`src/rtl/lsu_pkg.sv`:
```
// Shared definitions for the load/store sequencer: FSM states, funct3 size codes,
// the IO window base and the default IO ack wait limit.
package lsu_pkg;

  typedef enum logic [1:0] {
    IDLE    = 2'd0,
    MEM_RD  = 2'd1,
    IO_REQ  = 2'd2,
    IO_DONE = 2'd3
  } lsu_state_e;

  localparam logic [2:0] F3_B  = 3'd0;
  localparam logic [2:0] F3_H  = 3'd1;
  localparam logic [2:0] F3_W  = 3'd2;
  localparam logic [2:0] F3_BU = 3'd4;
  localparam logic [2:0] F3_HU = 3'd5;

  localparam logic [15:0] IO_BASE            = 16'hFFFF;
  localparam int          IO_TIMEOUT_DEFAULT = 255;

endpackage

```
`src/rtl/lsu_io_ctrl_if.sv`:
```
// Data-side bus bundle of the sequencer: the BRAM byte-lane port and the IO handshake.
// master = sequencer side, slave = memory/IO side.
interface lsu_io_ctrl_if #(
  parameter int DMEM_AW = 14
);
  logic               dmem_en;
  logic [3:0]         dmem_we;
  logic [DMEM_AW-1:0] dmem_addr;
  logic [31:0]        dmem_wdata;
  logic [31:0]        dmem_rdata;

  logic               io_req;
  logic               io_we;
  logic [15:0]        io_addr;
  logic [31:0]        io_wdata;
  logic [3:0]         io_be;
  logic               io_ack;
  logic [31:0]        io_rdata;

  modport master (
    output dmem_en, dmem_we, dmem_addr, dmem_wdata,
    output io_req, io_we, io_addr, io_wdata, io_be,
    input  dmem_rdata, io_ack, io_rdata
  );

  modport slave (
    input  dmem_en, dmem_we, dmem_addr, dmem_wdata,
    input  io_req, io_we, io_addr, io_wdata, io_be,
    output dmem_rdata, io_ack, io_rdata
  );
endinterface

```
`src/rtl/lsu_align.sv`:
```
// Combinational byte-lane helper: store lane/data encode plus misalignment flag on
// the live request, and load shift/extend on the latched offset and size.
module lsu_align
  import lsu_pkg::*;
(
  input  logic [2:0]  enc_funct3,
  input  logic [1:0]  enc_off,
  input  logic [31:0] store_data,
  output logic        misaligned,
  output logic [3:0]  lane_we,
  output logic [31:0] lane_data,
  input  logic [2:0]  dec_funct3,
  input  logic [1:0]  dec_off,
  input  logic [31:0] load_word,
  output logic [31:0] load_data
);

  logic [31:0] shifted;

  always_comb begin
    misaligned = (((enc_funct3 == F3_H) || (enc_funct3 == F3_HU)) && enc_off[0]) ||
                 ((enc_funct3 == F3_W) && (enc_off != 2'd0));
    // Replicated data lets the lane enables alone pick the bytes that land.
    case (enc_funct3[1:0])
      2'b00: begin
        lane_we   = 4'b0001 << enc_off;
        lane_data = {4{store_data[7:0]}};
      end
      2'b01: begin
        lane_we   = 4'b0011 << enc_off;
        lane_data = {2{store_data[15:0]}};
      end
      default: begin
        lane_we   = 4'hF;
        lane_data = store_data;
      end
    endcase
  end

  always_comb begin
    shifted = load_word >> {dec_off, 3'b000};
    case (dec_funct3)
      F3_B:    load_data = {{24{shifted[7]}}, shifted[7:0]};
      F3_H:    load_data = {{16{shifted[15]}}, shifted[15:0]};
      F3_BU:   load_data = {24'd0, shifted[7:0]};
      F3_HU:   load_data = {16'd0, shifted[15:0]};
      default: load_data = shifted;
    endcase
  end

endmodule

```
`src/rtl/lsu_io_ctrl.sv`:
```
// Load/store sequencer between the decoder and the data BRAM / IO bus; stalls the core
// until the access completes. Define IO_TIMEOUT_EN to bound the IO ack wait by IO_TIMEOUT.
module lsu_io_ctrl
  import lsu_pkg::*;
#(
  parameter int DMEM_AW    = 14,
  parameter int IO_TIMEOUT = IO_TIMEOUT_DEFAULT
) (
  input  logic         clk,
  input  logic         rst,
  input  logic         mem_read,
  input  logic         mem_write,
  input  logic         io_read,
  input  logic         io_write,
  input  logic [31:0]  addr,
  input  logic [2:0]   funct3,
  input  logic [31:0]  wdata,
  output logic         stall,
  output logic         done,
  output logic [31:0]  rdata,
  output logic         err,
  lsu_io_ctrl_if.master bus
);

  lsu_state_e  state_reg, state_next;
  logic [1:0]  off_reg;
  logic [2:0]  f3_reg;
  logic [15:0] io_addr_reg;
  logic [31:0] io_wdata_reg;
  logic [3:0]  io_be_reg;
  logic        io_we_reg;
  logic [31:0] io_data_reg;

  logic        latch_io, latch_rd, take_ack;
  logic        misaligned;
  logic [3:0]  lane_we;
  logic [31:0] lane_data, load_word, load_data;

  wire unused_addr_hi = ^addr[31:16];

`ifdef IO_TIMEOUT_EN
  localparam int TO_W = ($clog2(IO_TIMEOUT + 1) > 8) ? $clog2(IO_TIMEOUT + 1) : 8;
  logic [TO_W-1:0] to_cnt_reg;
  logic            to_flag_reg;
  logic            to_hit;
`else
  localparam int unused_io_timeout = IO_TIMEOUT;
`endif

  assign load_word = (state_reg == MEM_RD) ? bus.dmem_rdata : io_data_reg;

  lsu_align u_align (
    .enc_funct3 (funct3),
    .enc_off    (addr[1:0]),
    .store_data (wdata),
    .misaligned (misaligned),
    .lane_we    (lane_we),
    .lane_data  (lane_data),
    .dec_funct3 (f3_reg),
    .dec_off    (off_reg),
    .load_word  (load_word),
    .load_data  (load_data)
  );

  always_comb begin
    state_next      = state_reg;
    latch_io        = 1'b0;
    latch_rd        = 1'b0;
    take_ack        = 1'b0;
`ifdef IO_TIMEOUT_EN
    to_hit          = 1'b0;
`endif
    stall           = 1'b0;
    done            = 1'b0;
    err             = 1'b0;
    rdata           = '0;
    bus.dmem_en     = 1'b0;
    bus.dmem_we     = '0;
    bus.dmem_addr   = '0;
    bus.dmem_wdata  = '0;
    bus.io_req      = 1'b0;
    bus.io_we       = 1'b0;
    bus.io_addr     = '0;
    bus.io_wdata    = '0;
    bus.io_be       = '0;

    // Reset forces every output low even while strobes are asserted.
    if (!rst) begin
      case (state_reg)
        IDLE: begin
          if (io_write || io_read || mem_write || mem_read) begin
            if (misaligned) begin
              done = 1'b1;
              err  = 1'b1;
            end else if (io_write || io_read) begin
              stall      = 1'b1;
              latch_io   = 1'b1;
              state_next = IO_REQ;
            end else if (mem_write) begin
              bus.dmem_en    = 1'b1;
              bus.dmem_we    = lane_we;
              bus.dmem_addr  = addr[DMEM_AW+1:2];
              bus.dmem_wdata = lane_data;
              done           = 1'b1;
            end else begin
              bus.dmem_en   = 1'b1;
              bus.dmem_addr = addr[DMEM_AW+1:2];
              stall         = 1'b1;
              latch_rd      = 1'b1;
              state_next    = MEM_RD;
            end
          end
        end
        MEM_RD: begin
          done       = 1'b1;
          rdata      = load_data;
          state_next = IDLE;
        end
        IO_REQ: begin
          stall        = 1'b1;
          bus.io_req   = 1'b1;
          bus.io_we    = io_we_reg;
          bus.io_addr  = io_addr_reg;
          bus.io_wdata = io_wdata_reg;
          bus.io_be    = io_be_reg;
          if (bus.io_ack) begin
            take_ack   = 1'b1;
            state_next = IO_DONE;
`ifdef IO_TIMEOUT_EN
          end else if (to_cnt_reg == TO_W'(IO_TIMEOUT - 1)) begin
            to_hit     = 1'b1;
            state_next = IO_DONE;
`endif
          end
        end
        default: begin
          done       = 1'b1;
          rdata      = io_we_reg ? '0 : load_data;
`ifdef IO_TIMEOUT_EN
          err        = to_flag_reg;
`endif
          state_next = IDLE;
        end
      endcase
    end
  end

  always_ff @(posedge clk) begin
    if (rst) begin
      state_reg    <= IDLE;
      off_reg      <= '0;
      f3_reg       <= '0;
      io_addr_reg  <= '0;
      io_wdata_reg <= '0;
      io_be_reg    <= '0;
      io_we_reg    <= 1'b0;
      io_data_reg  <= '0;
    end else begin
      state_reg <= state_next;
      if (latch_io || latch_rd) begin
        off_reg <= addr[1:0];
        f3_reg  <= funct3;
      end
      if (latch_io) begin
        io_addr_reg  <= addr[15:0];
        io_wdata_reg <= lane_data;
        io_be_reg    <= lane_we;
        io_we_reg    <= io_write;
      end
      if (take_ack) io_data_reg <= bus.io_rdata;
`ifdef IO_TIMEOUT_EN
      if (to_hit) io_data_reg <= '0;
`endif
    end
  end

`ifdef IO_TIMEOUT_EN
  // Counts IO_REQ cycles without ack; an ack on the limit cycle takes precedence.
  always_ff @(posedge clk) begin
    if (rst || latch_io) begin
      to_cnt_reg  <= '0;
      to_flag_reg <= 1'b0;
    end else if ((state_reg == IO_REQ) && !take_ack) begin
      to_cnt_reg  <= to_cnt_reg + TO_W'(1);
      to_flag_reg <= to_hit;
    end
  end
`endif

endmodule

```
`src/flat_wrapper.sv`:
```
// flat-port wrapper written by rule: the top's interface ports become plain ports
module lsu_io_ctrl_flat import lsu_pkg::*;
#(
  parameter int DMEM_AW    = 14,
  parameter int IO_TIMEOUT = IO_TIMEOUT_DEFAULT
)
  (clk, rst, mem_read, mem_write, io_read, io_write, addr, funct3, wdata, stall, done, rdata, err, bus_dmem_en, bus_dmem_we, bus_dmem_addr, bus_dmem_wdata, bus_io_req, bus_io_we, bus_io_addr, bus_io_wdata, bus_io_be, bus_dmem_rdata, bus_io_ack, bus_io_rdata);
  lsu_io_ctrl_if #(.DMEM_AW(DMEM_AW)) bus_i ();
  input  logic clk;
  input  logic rst;
  input  logic mem_read;
  input  logic mem_write;
  input  logic io_read;
  input  logic io_write;
  input  logic [31:0] addr;
  input  logic [2:0] funct3;
  input  logic [31:0] wdata;
  output logic stall;
  output logic done;
  output logic [31:0] rdata;
  output logic err;
  output wire logic [$bits(bus_i.dmem_en)-1:0] bus_dmem_en;
  output wire logic [$bits(bus_i.dmem_we)-1:0] bus_dmem_we;
  output wire logic [$bits(bus_i.dmem_addr)-1:0] bus_dmem_addr;
  output wire logic [$bits(bus_i.dmem_wdata)-1:0] bus_dmem_wdata;
  output wire logic [$bits(bus_i.io_req)-1:0] bus_io_req;
  output wire logic [$bits(bus_i.io_we)-1:0] bus_io_we;
  output wire logic [$bits(bus_i.io_addr)-1:0] bus_io_addr;
  output wire logic [$bits(bus_i.io_wdata)-1:0] bus_io_wdata;
  output wire logic [$bits(bus_i.io_be)-1:0] bus_io_be;
  input wire logic [$bits(bus_i.dmem_rdata)-1:0] bus_dmem_rdata;
  input wire logic [$bits(bus_i.io_ack)-1:0] bus_io_ack;
  input wire logic [$bits(bus_i.io_rdata)-1:0] bus_io_rdata;
  assign bus_dmem_en = bus_i.dmem_en;
  assign bus_dmem_we = bus_i.dmem_we;
  assign bus_dmem_addr = bus_i.dmem_addr;
  assign bus_dmem_wdata = bus_i.dmem_wdata;
  assign bus_io_req = bus_i.io_req;
  assign bus_io_we = bus_i.io_we;
  assign bus_io_addr = bus_i.io_addr;
  assign bus_io_wdata = bus_i.io_wdata;
  assign bus_io_be = bus_i.io_be;
  assign bus_i.dmem_rdata = bus_dmem_rdata;
  assign bus_i.io_ack = bus_io_ack;
  assign bus_i.io_rdata = bus_io_rdata;
  lsu_io_ctrl #(.DMEM_AW(DMEM_AW), .IO_TIMEOUT(IO_TIMEOUT)) u_core (.clk(clk), .rst(rst), .mem_read(mem_read), .mem_write(mem_write), .io_read(io_read), .io_write(io_write), .addr(addr), .funct3(funct3), .wdata(wdata), .stall(stall), .done(done), .rdata(rdata), .err(err), .bus(bus_i));
endmodule
```
`config.mk`:
```
export PLATFORM = sky130hd
export DESIGN_NAME = lsu_io_ctrl_flat
export DESIGN_NICKNAME = d
export VERILOG_FILES = /design/src/rtl/lsu_pkg.sv /design/src/rtl/lsu_io_ctrl_if.sv /design/src/rtl/lsu_align.sv /design/src/rtl/lsu_io_ctrl.sv /design/src/flat_wrapper.sv
export SDC_FILE = /design/constraint.sdc
export NUM_CORES = 1
export LEC_CHECK = 0
export CORE_AREA = 8 8 121 123
export CTS_CLUSTER_SIZE = 12
export DETAILED_ROUTE_END_ITERATION = 8
export DIE_AREA = 0 0 129 131
export GPL_TIMING_DRIVEN = 0
export PLACE_DENSITY = 0.86
export RECOVER_POWER = 50
export SLEW_MARGIN = 30
export SYNTH_ARGS = -nofsm -noshare
export SYNTH_HDL_FRONTEND = slang
export SYNTH_SLANG_ARGS = --single-unit
```
`constraint.sdc`:
```
create_clock -name clk -period 7.3 [get_ports clk]
set_clock_uncertainty 0.15 [all_clocks]
set_input_delay 1.825 -clock clk [delete_from_list [all_inputs] [get_ports clk]]
set_output_delay 1.825 -clock clk [all_outputs]
set_load 0.03 [all_outputs]
```
# Yosys cells after proc, flatten, opt, wreduce, memory -nomap -nowiden
# Cells that the tools add are included.
[word_totals]
ff_bits = 92
out_inout_bits = 140
elab_cells = 112
[op_classes]
n_eq_ne = 13
n_shift = 3
muxes = 74
n_reduce_logical = 14
[op_table]
columns = ["cell", "n"]
rows = [
  ["2-to-1 mux 32 bit", 11],
  ["one-hot mux 32 bit (2 select lines)", 2],
  ["one-hot mux 32 bit (4 select lines)", 1],
  ["2-to-1 mux 14 bit", 5],
  ["2-to-1 mux 1 bit", 36],
  ["2-to-1 mux 16 bit", 2],
  ["2-to-1 mux 4 bit", 8],
  ["right shift 32 x 5 -> 32 bit", 1],
  ["2-to-1 mux 2 bit", 5],
  ["== test 3 bit (second input constant)", 3],
  ["one-hot mux 4 bit (2 select lines)", 1],
  ["== test 3 x 1 -> 1 bit (second input constant)", 2],
  ["logical OR 1 bit", 6],
  ["== test 2 x 1 -> 1 bit (second input constant)", 2],
  ["zero test 2 bit", 2],
  ["!= test 2 bit (second input constant)", 2],
  ["one-hot mux 1 bit (2 select lines)", 2],
  ["one-hot mux 2 bit (2 select lines)", 1],
  ["AND reduction 4 bit", 1],
  ["left shift 1 x 2 -> 4 bit (first input constant)", 1],
  ["left shift 2 x 2 -> 4 bit (first input constant)", 1],
  ["== test 3 x 2 -> 1 bit (second input constant)", 1],
  ["zero test 3 bit", 1],
  ["!= test 3 x 2 -> 1 bit (second input constant)", 1],
  ["other kinds (5)", 6],
]

# Logic depth before layout (Yosys ltp)
[depth]
word_depth = 9
ltp_mapped = 9
depth_no_buf = 5

# By module
# Synthesis repeated with hierarchy kept, for this count alone.
[unflattened]
cells_unflattened = 788
hier_area_um2 = 5963.2
[by_module_without_submodules]
columns = ["mod", "n_inst", "cells_each", "area_each_um2", "seq_area_each_um2"]
rows = [
  ["lsu_io_ctrl", 1, 615, 4783.3, 1841.8],
  ["lsu_align", 1, 173, 1179.9, 0.0],
]

# Worst setup path after synthesis
# OpenSTA, ideal clock, no wires.
[synth_path]
path_type = "input -> output"
from = "in funct3[1]"
to = "out done"
arrival_time_ns = 3.681
t_required_ns = 5.325
slack_ns = 1.644
cell_stages = 5
cell_sequence = "clkbuf_1 -> nor4bb_1 -> a211o_1 -> a21oi_1 -> o41ai_1"
[synth_between]
elab_chain_cells = 8
elab_cells_between_ends = 11
[synth_rtl]
columns = ["item", "line_no", "rtl"]
rows = [
  ["start: declaration", "flat_wrapper.sv:16", "input logic [2:0] funct3;"],
  ["== test 3 x 1 -> 1 bit or == test 3 bit (tied branches)", "lsu_align.sv:21", "misaligned = (((enc_funct3 == F3_H) || (enc_funct3 == F3_HU)) && enc_off[0]) ||"],
  ["logical OR 1 bit", "lsu_align.sv:21", ""],
  ["logical AND 1 bit", "lsu_align.sv:21", ""],
  ["logical OR 1 bit (*)", "lsu_align.sv:21", ""],
  ["2-to-1 mux 1 bit (*)", "lsu_io_ctrl.sv:92", "if (misaligned) begin"],
  ["2-to-1 mux 1 bit (*)", "lsu_io_ctrl.sv:91", "if (io_write || io_read || mem_write || mem_read) begin"],
  ["one-hot mux 1 bit (2 select lines) (*)", "lsu_io_ctrl.sv:89", "case (state_reg)"],
  ["2-to-1 mux 1 bit (*)", "lsu_io_ctrl.sv:88", "if (!rst) begin"],
  ["end: declaration", "flat_wrapper.sv:19", "output logic done;"],
]
# Mark *: on every way between the ends. The rest lies on a longest branch, timed or not.

# Final worst setup path
[layout_path]
from = "in io_write"
to = "out bus_dmem_wdata[24]"
[layout_between]
elab_chain_cells = 6
elab_cells_between_ends = 8
[layout_rtl]
columns = ["item", "line_no", "rtl"]
rows = [
  ["start: declaration", "flat_wrapper.sv:14", "input logic io_write;"],
  ["logical OR 1 bit (*)", "lsu_io_ctrl.sv:91, lsu_io_ctrl.sv:95", ""],
  ["2-to-1 mux 32 bit or logical OR 1 bit (tied branches)", "lsu_io_ctrl.sv:95, lsu_io_ctrl.sv:91", ""],
  ["2-to-1 mux 32 bit or logical OR 1 bit (tied branches)", "lsu_io_ctrl.sv:92, lsu_io_ctrl.sv:91", ""],
  ["2-to-1 mux 32 bit (*)", "lsu_io_ctrl.sv:91", ""],
  ["2-to-1 mux 32 bit (*)", "lsu_io_ctrl.sv:89", ""],
  ["2-to-1 mux 32 bit (*)", "lsu_io_ctrl.sv:88", ""],
  ["end: declaration", "flat_wrapper.sv:25", "output wire logic [$bits(bus_i.dmem_wdata)-1:0] bus_dmem_wdata;"],
]
# Marked as above.

==> out/metrics.csv <==
stage,metric,value,unit
final_layout,"commonest cells after routing, fill and taps aside","234 x clkdlybuf4s50_1, 92 x dfxtp_1, 82 x mux2i_1",
synth,synth top area cells,"dfxtp_1 34%, mux2i_1 15%, nand3b_1 7.7%, and3_1 6.3%, nor2_1 5.6%",
worst_setup_path,CP top delay family,buffers and inverters,
detailed_routing,total iterations of the first detailed-routing run,5,
final_layout,area grow syn2layout,57.55,%
timing,worst slew pin tran,929.2,ps
worst_setup_path,critical-path cell list,clkdlybuf4s50_1 > nor4_1 > or4_4 > nor4_4 > nand2_2 > buf_2 > nor2_1 > clkdlybuf4s50_1,
grt,largest net degree at the start of global routing,15,
detailed_routing,iteration-0 DRC count of the detailed router,471,
grt,vias in the first global route,6384,
grt,GRT Overall Usage,0.2697,
detailed_routing,routed vias,6370,
floorplan,IO Pins,278,
synth,"Seq/Total Area, Yosys",0.3363,
worst_setup_path,Critical-path top delay cell,clkdlybuf4s50_1,
floorplan,Site Rows,42,
floorplan,Core Area,0.01287,mm^2
final_layout,layout cells sized above 1,0.03842,
worst_setup_path,critical path class,primary input to primary output,
power,peak supply drop,0.1135,mV
clock_network,TritonCTS clock tree,done,
worst_setup_path,Worst setup SP type,primary input,
worst_setup_path,WP data required,5330,ps
power,Pwr Density,168.1,mW/mm^2
clock_network,clk buf depth,2,
min_path,Hold Crit Class,flop to flop,
power,switch share,0.2819,
grt,first-pass GRT wire length,34980,um
detailed_routing,Avg WL per Cell,19.79,um
worst_setup_path,CP Capture Type,primary output,
placed_design,Routability Congestion,0.8945,
synth,Mapped Cells,714,
power,Sw Pwr,408.9,uW
placed_design,"worst slack, placed",479.0,ps
synth,Mean Syn Cell Area,7.670,um^2
clock_network,Worst-path clk slew,70,ps
job,Max-cap violations,0,
power,logic gate share of total power,0.228,
clock_network,clock sink count,92,
floorplan,initial core utilization,0.4254,
floorplan,DIE HEIGHT,131,um
synth,syn_nets,852,
power,Int Pwr,1.042,mW
floorplan,die area,0.01690,mm^2
power,Pleak,3.476,nW
clock_network,Post-CTS Setup Inserts,0,
placed_design,hpwl dp,18120,um
clock_network,H-Tree Depth,3,
detailed_routing,Avg Vias per Cell,5.463,
clock_network,post-cts resize count,0,
power,sequential power share,0.385,
detailed_routing,Antenna Nets Post-Route,0,
worst_setup_path,worst-path maximum fanout,10,
grt,initial antenna violation count,1,
synth,Synth area leader,dfxtp_1,
timing,Max Clk Rate,146.0,MHz
timing,fin. max-slew vios,0,
timing,Fin Setup TNS,0,ps
timing,fin worst setup slack,451.7,ps
worst_setup_path,"Largest stage delay, worst path",720,ps
timing,RSZ-0062 raised after global routing,no,
detailed_routing,Detailed Route WL,23080,um
detailed_routing,DRC Markers,0,
worst_setup_path,CP Buf/Inv Count,3,
placed_design,port bufs,259,
timing,min Tclk post-route,6848,ps
floorplan,Die W,129,um
synth,synthesized flop and latch total,92,
timing,Final Cycle Share,0.9381,
timing,worst rel slew slack,0.3782,
synth,synthesized area,0.005477,mm^2
power,Clk pwr share,0.387,
clock_network,Root Driver,clkbuf_16,
clock_network,hold buffers post-CTS,0,
run_status,status,"finished, final reports clean",
timing,Final Hold Viols,0,
grt,total gr overflow,0,
synth,top cell type's share of synthesized area,0.3363,
clock_network,clk_lat worst skew,350,ps
worst_setup_path,worst path arrival time,4870,ps
clock_network,total CTS buffers,9,
final_layout,"leading cell type in the layout, fill and taps excluded",clkdlybuf4s50_1,
worst_setup_path,most frequent cell on the critical path,clkdlybuf4s50_1,
final_layout,# nets final,1122,
synth,Ys Warns,0,
timing,Final Setup Violations,0,
synth,Netlist cell types,43,
[power groups by stage]
stage | Combinational, mW | Clock, mW | Sequential [mW]
2_1_floorplan | 0.180 | 0 | 0.564
3_3_place_gp | 0.327 | 0 | 0.567
3_5_place_dp | 0.330 | 0 | 0.569
4_1_cts | 0.333 | 0.564 | 0.557
5_1_grt | 0.355 | 0.582 | 0.562
6_report | 0.331 | 0.561 | 0.558
[metal layers]
metal / up-vias / share of wire / global-route usage
li1: 3007 / - / -
met5: - / 0 / 0
met1: 2993 / 0.37 / 0.2828
met3: 58 / 0.11 / 0.1015
met4: 0 / 0.037 / 0.1334
met2: 312 / 0.48 / 0.4683
[cells in the mapped netlist]
library cell  count
dfxtp_1          92
mux2i_1          82
nor2_1           81
nand2_1          72
nand3b_1         56
and3_1           55
a21oi_1          43
clkbuf_1         40
o21ai_0          38
inv_1            25
o21ai_1          24
buf_2            17
and2_1           15
nand3_1          11
nand2b_1          9
o211ai_1          9
o22ai_1           7
nor3_1            5
buf_1             3
buf_4             3
nor2b_1           3
nand4b_1          2
nor4bb_1          2
a2111oi_0         1
a211o_1           1
a211oi_1          1
a211oi_2          1
a32oi_1           1
and2b_1           1
and4bb_2          1
inv_2             1
mux2_2            1
nand2_2           1
nor4_1            1
nor4_4            1
nor4b_1           1
o21a_1            1
o21ba_2           1
o311ai_0          1
o31ai_2           1
o41ai_1           1
or2_2             1
or4_4             1
[cells by family (layout without fill, tap and decap cells)]
logic type	Yosys count	after routing	synth area share
buf+inv	89	364	0.06694
flops	92	92	0.3363
mux	83	83	0.1519
compound gates	131	131	0.1334
other cells	0	1	0
simple gates	319	319	0.3114
[tightest hold or removal path: cells and delay by family (launching register included)]
kind	cells	cell delay [ps]
DFF	1	310
AOI/OAI and AO/OA	1	50
and+or+nand+nor	1	50
[area by class of cell]
cell class / instances / area (um^2)
Multi-Input combinational cell: 533 / 3263
Buffer: 63 / 259.0
Antenna cell: 1 / 2.502
Tap cell: 176 / 220.2
Timing Repair Buffer: 259 / 2592
Inverter: 26 / 97.59
Clock inverter: 4 / 95.09
Fill cell: 1068 / 4247
Sequential cell: 92 / 1842
Clock buffer: 12 / 256.5
[final timing paths]
path	start	to	slack [ps]	cells after the start
max reg2reg	u_core.state_reg[1]	u_core.io_wdata_reg[14]	5070	7
max	io_write	bus_dmem_wdata[24]	450	8
min reg2reg	u_core.io_data_reg[16]	u_core.io_data_reg[16]	310	2
min	u_core.io_data_reg[16]	u_core.io_data_reg[16]	310	2
[per-stage QoR]
stage                     instance area [um^2]  cells  hold WS (ps)    util  power [mW]
after floorplan                           5477    714         281.8       -      0.7434
after CTS                                 8641   1165         305.5  0.6711       1.454
after global routing                      8628   1166         328.8  0.6702       1.500
after global placement                    8289   1149         291.6  0.6438      0.8939
after detailed placement                  8289   1149         296.4  0.6438      0.8988
final                                     8628   1166         305.4  0.6702       1.451
(Power assumes the default switching activity.)
